--- config.mk ---
export PLATFORM = sky130hd
export DESIGN_NAME = ula_mul_seq
export DESIGN_NICKNAME = d
export VERILOG_FILES = /design/src/rtl/ula_mul_seq.sv
export SDC_FILE = /design/constraint.sdc
export NUM_CORES = 1
export LEC_CHECK = 0
export BUFFER_PORTS_ARGS = -buffer_cell sky130_fd_sc_hd__buf_2
export CAP_MARGIN = 0
export CORE_MARGIN = 2
export CORE_UTILIZATION = 30
export CTS_BUF_LIST = sky130_fd_sc_hd__clkbuf_16
export DETAILED_ROUTE_END_ITERATION = 8
export GPL_TIMING_DRIVEN = 0
export MAX_ROUTING_LAYER = met4
export PLACE_DENSITY_LB_ADDON = 0.1
export SLEW_MARGIN = 25
export SYNTH_ARGS = -nofsm -noshare
export SYNTH_HDL_FRONTEND = slang
export SYNTH_SLANG_ARGS = --single-unit
--- constraint.sdc ---
create_clock -name clk -period 2.3 [get_ports clk]
set_input_delay 0.115 -clock clk [delete_from_list [all_inputs] [get_ports clk]]
set_output_delay 0.115 -clock clk [all_outputs]
set_load 0.005 [all_outputs]
--- src/rtl/ula_mul_seq.sv ---
// Sequential 64-bit shift-and-add multiplier that borrows the execute-stage ULA for one add per cycle.
// Optional macro ULA_MUL_EARLY_EXIT_EN ends the run as soon as the remaining multiplier bits are zero.
module ula_mul_seq #(
  parameter int          WIDTH = 64,
  parameter int          CNT_W = 7,
  parameter logic [3:0]  SOMA  = 4'b0010
) (
  input  logic             clk,
  input  logic             rst_n,
  input  logic             start,
  input  logic [WIDTH-1:0] mul_a,
  input  logic [WIDTH-1:0] mul_b,
  output logic             busy,
  output logic             stall,
  output logic             done,
  output logic [WIDTH-1:0] product,
  input  logic [WIDTH-1:0] dp_a,
  input  logic [WIDTH-1:0] dp_b,
  input  logic [3:0]       dp_op,
  output logic [WIDTH-1:0] ula_a,
  output logic [WIDTH-1:0] ula_b,
  output logic [3:0]       ula_op,
  input  logic [WIDTH-1:0] ula_result,
  output logic [1:0]       dbg_state
);

  // Handshake: start is a level sampled only in IDLE; done is a one-cycle pulse
  // with product valid in that same cycle; busy/stall stay high through RUN and DONE.
  typedef enum logic [1:0] {
    IDLE = 2'd0,
    RUN  = 2'd1,
    DONE = 2'd2
  } state_t;

  state_t           state;
  logic [WIDTH-1:0] acc;
  logic [WIDTH-1:0] mcand;
  logic [WIDTH-1:0] mplier;
  logic [CNT_W-1:0] cnt;
  logic [WIDTH-1:0] acc_next;
  logic             last_iter;
  logic             early_exit;

  assign acc_next  = mplier[0] ? ula_result : acc;
  assign last_iter = (cnt == CNT_W'(WIDTH - 1));

`ifdef ULA_MUL_EARLY_EXIT_EN
  assign early_exit = (mplier == '0);
`else
  assign early_exit = 1'b0;
`endif

  // The ULA belongs to the multiplier only while it iterates.
  always_comb begin
    ula_a  = dp_a;
    ula_b  = dp_b;
    ula_op = dp_op;
    if (state == RUN) begin
      ula_a  = acc;
      ula_b  = mcand;
      ula_op = SOMA;
    end
  end

  assign stall     = busy;
  assign dbg_state = state;

  always_ff @(posedge clk or negedge rst_n) begin
    if (!rst_n) begin
      state   <= IDLE;
      acc     <= '0;
      mcand   <= '0;
      mplier  <= '0;
      cnt     <= '0;
      product <= '0;
      busy    <= 1'b0;
      done    <= 1'b0;
    end else begin
      case (state)
        IDLE: begin
          done <= 1'b0;
          if (start) begin
            mcand  <= mul_a;
            mplier <= mul_b;
            acc    <= '0;
            cnt    <= '0;
            busy   <= 1'b1;
            state  <= RUN;
          end
        end
        RUN: begin
          if (early_exit) begin
            product <= acc;
            done    <= 1'b1;
            state   <= DONE;
          end else begin
            acc    <= acc_next;
            mcand  <= mcand << 1;
            mplier <= mplier >> 1;
            cnt    <= cnt + CNT_W'(1);
            // The final add lands in product directly, not via acc.
            if (last_iter) begin
              product <= acc_next;
              done    <= 1'b1;
              state   <= DONE;
            end
          end
        end
        DONE: begin
          done  <= 1'b0;
          busy  <= 1'b0;
          state <= IDLE;
        end
        default: begin
          done  <= 1'b0;
          busy  <= 1'b0;
          state <= IDLE;
        end
      endcase
    end
  end

endmodule

==> metrics.csv <==
stage;metric;value;unit
outcome;status;complete, no violations;
clock_network;clock_path_buffers;3;
global_routing;globalRouteOverflowTotal;0;
floorplanning;die_w;213;µm
global_routing;grt_max_degree;85;
clock_network;clk_pin_slew;0.06;ns
logic_synthesis;synth_largest_area_cell;dfrtp_1;
drt;vias;12941;
drt;wl_per_cell;18.2;µm
power;p_per_area;1100;mW/mm²
global_routing;busiest_layer;met2;
timing;period_share;95.5;%
power;internal_power;0.0137;W
setup_path;crit_required;2.18;ns
power;power_frac_comb;42.8;%
setup_path;worstSetupPathType;reg -> out;
drt;drt-pass1-iter-count;5;
setup_path;cp_data_arrival_time;2.08;ns
clock_network;worstSkewPairLatency;0.58;ns
logic_synthesis;synth_most_common_cell;nand2_1;
worst_hold_path;hp-class;in -> async;
floorplanning;core_area;0.0432;mm²
cells_and_area;postLayoutCellArea;0.0198;mm²
global_routing;met3_usage;3.78;%
logic_synthesis;synth-async-reset-ratio;100;%
logic_synthesis;synth_nets;1706;
drt;vias_per_cell;4.69;
drt;routed_wl;50200;µm
timing;worst_pin_slew;0.632;ns
floorplanning;die_y;213;µm
timing;hold_ws;0.0410;ns
drt;drc;0;
global_routing;grt_usage;21.9;%
timing;relSlewSlack;57.9;%
global_routing;grt_pass1_wl;75100;µm
cells_and_area;fill_cells;4362;
place;post-dp-hpwl;37600;µm
cells_and_area;syn2layout_area_growth;50.8;%
setup_path;critPathCaptureType;primary output;
clock_network;htreeDepth;1;
cells_and_area;layoutNonFillerInstCount;2758;
place;place.gp.congestion;0.924;
global_routing;met1_usage;28.5;%
place;placed_area;0.0166;mm²
logic_synthesis;seq_area_frac_synth;50.8;%
timing;setup_violations;0;
logic_synthesis;synth_ff_type;dfrtp_1;
logic_synthesis;ys_top_cells_by_count;514 x nand2_1, 267 x dfrtp_1, 130 x o21ai_0;
logic_synthesis;synth_cells;1378;
timing;rsz0062_at_grt;no;
global_routing;antenna_found_initial;5;
cells_and_area;layout-drive-gt1-share;35.3;%
logic_synthesis;synthesis.area;0.0131;mm²
timing;finalHoldViolCount;0;
drt;ant_nets;0;
timing;min_period;2.20;ns
clock_network;cts_sinks;267;
global_routing;grt_pass1_vias;13152;
logic_synthesis;ys_warn_count;0;
floorplanning;start_util;30.4;%
power;leakage;10.5;nW
clock_network;cts_tree;built;
floorplanning;io_pins;528;
setup_path;cp-start-kind;flip-flop;
drt;drt_iter0_drc;706;
timing;final.setup_skew;0.0246;ns
logic_synthesis;ys_top_cells_by_area;dfrtp_1 51%, nand2_1 15%, mux2_2 9.3%;
logic_synthesis;avgSynthCellArea;9.54;µm²
logic_synthesis;synth-edff-count;0;
power;p_clk_share;21.4;%
timing;maxSlewViolCount;0;
logic_synthesis;synthDistinctLibCells;30;
logic_synthesis;post-synth-top-area-fraction;50.8;%
power;switching_share;37.1;%
job;cap_violations;0;
power;p_sw;0.00808;W
power;vdd_drop_max;0.541;mV
floorplanning;die_area;0.0455;mm²
timing;timing.fmax;0.455;GHz
timing;setup_tns;0;ns
logic_synthesis;synth-seq-cells;267;
setup_path;r2r_cells;6;
power;seqPwrFrac;35.9;%
global_routing;grt_util_met2;36.0;%
floorplanning;rows;76;
clock_network;cts-buffers-inserted;31;
place;io_buffers;527;
setup_path;critPathMaxFanout;10;
clock_network;clk_root_buffer_cell;clkbuf_16;
cells_and_area;fin_nets;2473;
place;place_inst;2493;
sequential cells by signal (all words and copies together) (netlist names):
signal	count
acc	64
busy	1
cnt	7
dbg_state	2
done	1
mcand	64
mplier	64
product	64
critical path: stages (launching register included):
cell	delay, ns
dfrtp_2	0.40
nand2b_1	0.13
buf_6	0.22
buf_8	0.20
clkbuf_4	0.22
nand2_1	0.06
nand2_1	0.11
buf_2	0.14
metrics by stage:
step	setup slack (ns)	util [%]	power, W
after detailed placement	-0.708	38.5	0.0167
after CTS	0.00475	45.6	0.0219
after global placement	-4.33	38.2	0.0166
after global routing	0.00462	45.9	0.0234
after floorplan	0.498	-	0.0127
final	0.103	45.9	0.0218
placed cells by master (no fill, tap or decap), types with 2 or more instances in the layout:
master,n
clkbuf_16,33
clkinv_2,7
buf_2,555
mux2i_1,66
clkinv_1,8
nand2_1,514
nand4_1,4
a22oi_1,62
a22o_1,67
buf_16,3
a21oi_1,4
bufinv_16,2
dfrtp_1,266
nor2b_1,5
and2_1,5
clkbuf_2,3
nand2b_1,2
diode_2,5
inv_1,8
clkbuf_4,11
buf_8,3
dlygate4sd3_1,195
mux2_2,109
buf_6,14
o21ai_0,130
mux2_1,19
clkbuf_1,39
buf_4,15
cell type report:
type                       instances  area [µm²]  share of cell area, %
antenna                            5        12.5                 0.0631
buffer                           109         709                   3.58
clock buffer                      31         776                   3.91
clock inverter                    25         164                  0.827
inverter                           2        7.51                 0.0379
multi-input combinational       1000        5980                   30.2
sequential                       267        6680                   33.7
tap                              585         732                   3.69
timing repair buffer             734        4750                   24.0
routing by layer:
layer,vias up,routed length (µm)
met4,0,1040
met5,-,0
met2,320,24200
li1,6262,-
met3,62,2530
met1,6297,22500
power by group through the flow:
stage | logic, W | registers (W) | clock network [W]
CTS | 0.00934 | 0.00780 | 0.00481
finish | 0.00931 | 0.00781 | 0.00466
global route | 0.0103 | 0.00805 | 0.00503
global placement | 0.00877 | 0.00781 | 0
detailed placement | 0.00886 | 0.00786 | 0
floorplan | 0.00515 | 0.00750 | 0
logic make-up after synthesis:
logic type	synth area share, %
flops	50.8
fa+ha+maj	0.0952
mux	16.0
compound gates	13.3
buf+inv	3.73
simple gates	16.0
timing repair:
action                     in CTS  in global routing
hold endpoints to repair      446                  0
resized for setup              63                 42
hold buffers                  195                  0
buffers inserted                5                  4
pin swaps                       0                  2
setup endpoints to repair     321                182
path summary, 6_finish.rpt:
path,start,end,slack (ns)
worst min-delay path,rst_n,mcand[24],0.04
worst min register to register,mplier[15],mplier[15],0.48
min in group clk,start,busy,0.09
worst max-delay path,dbg_state[1],ula_b[36],0.10
worst max register to register,mplier[0],mplier[0],0.14
max in group asynchronous,rst_n,acc[51],1.13
No activity file was read; power rests on OpenSTA's default activity.
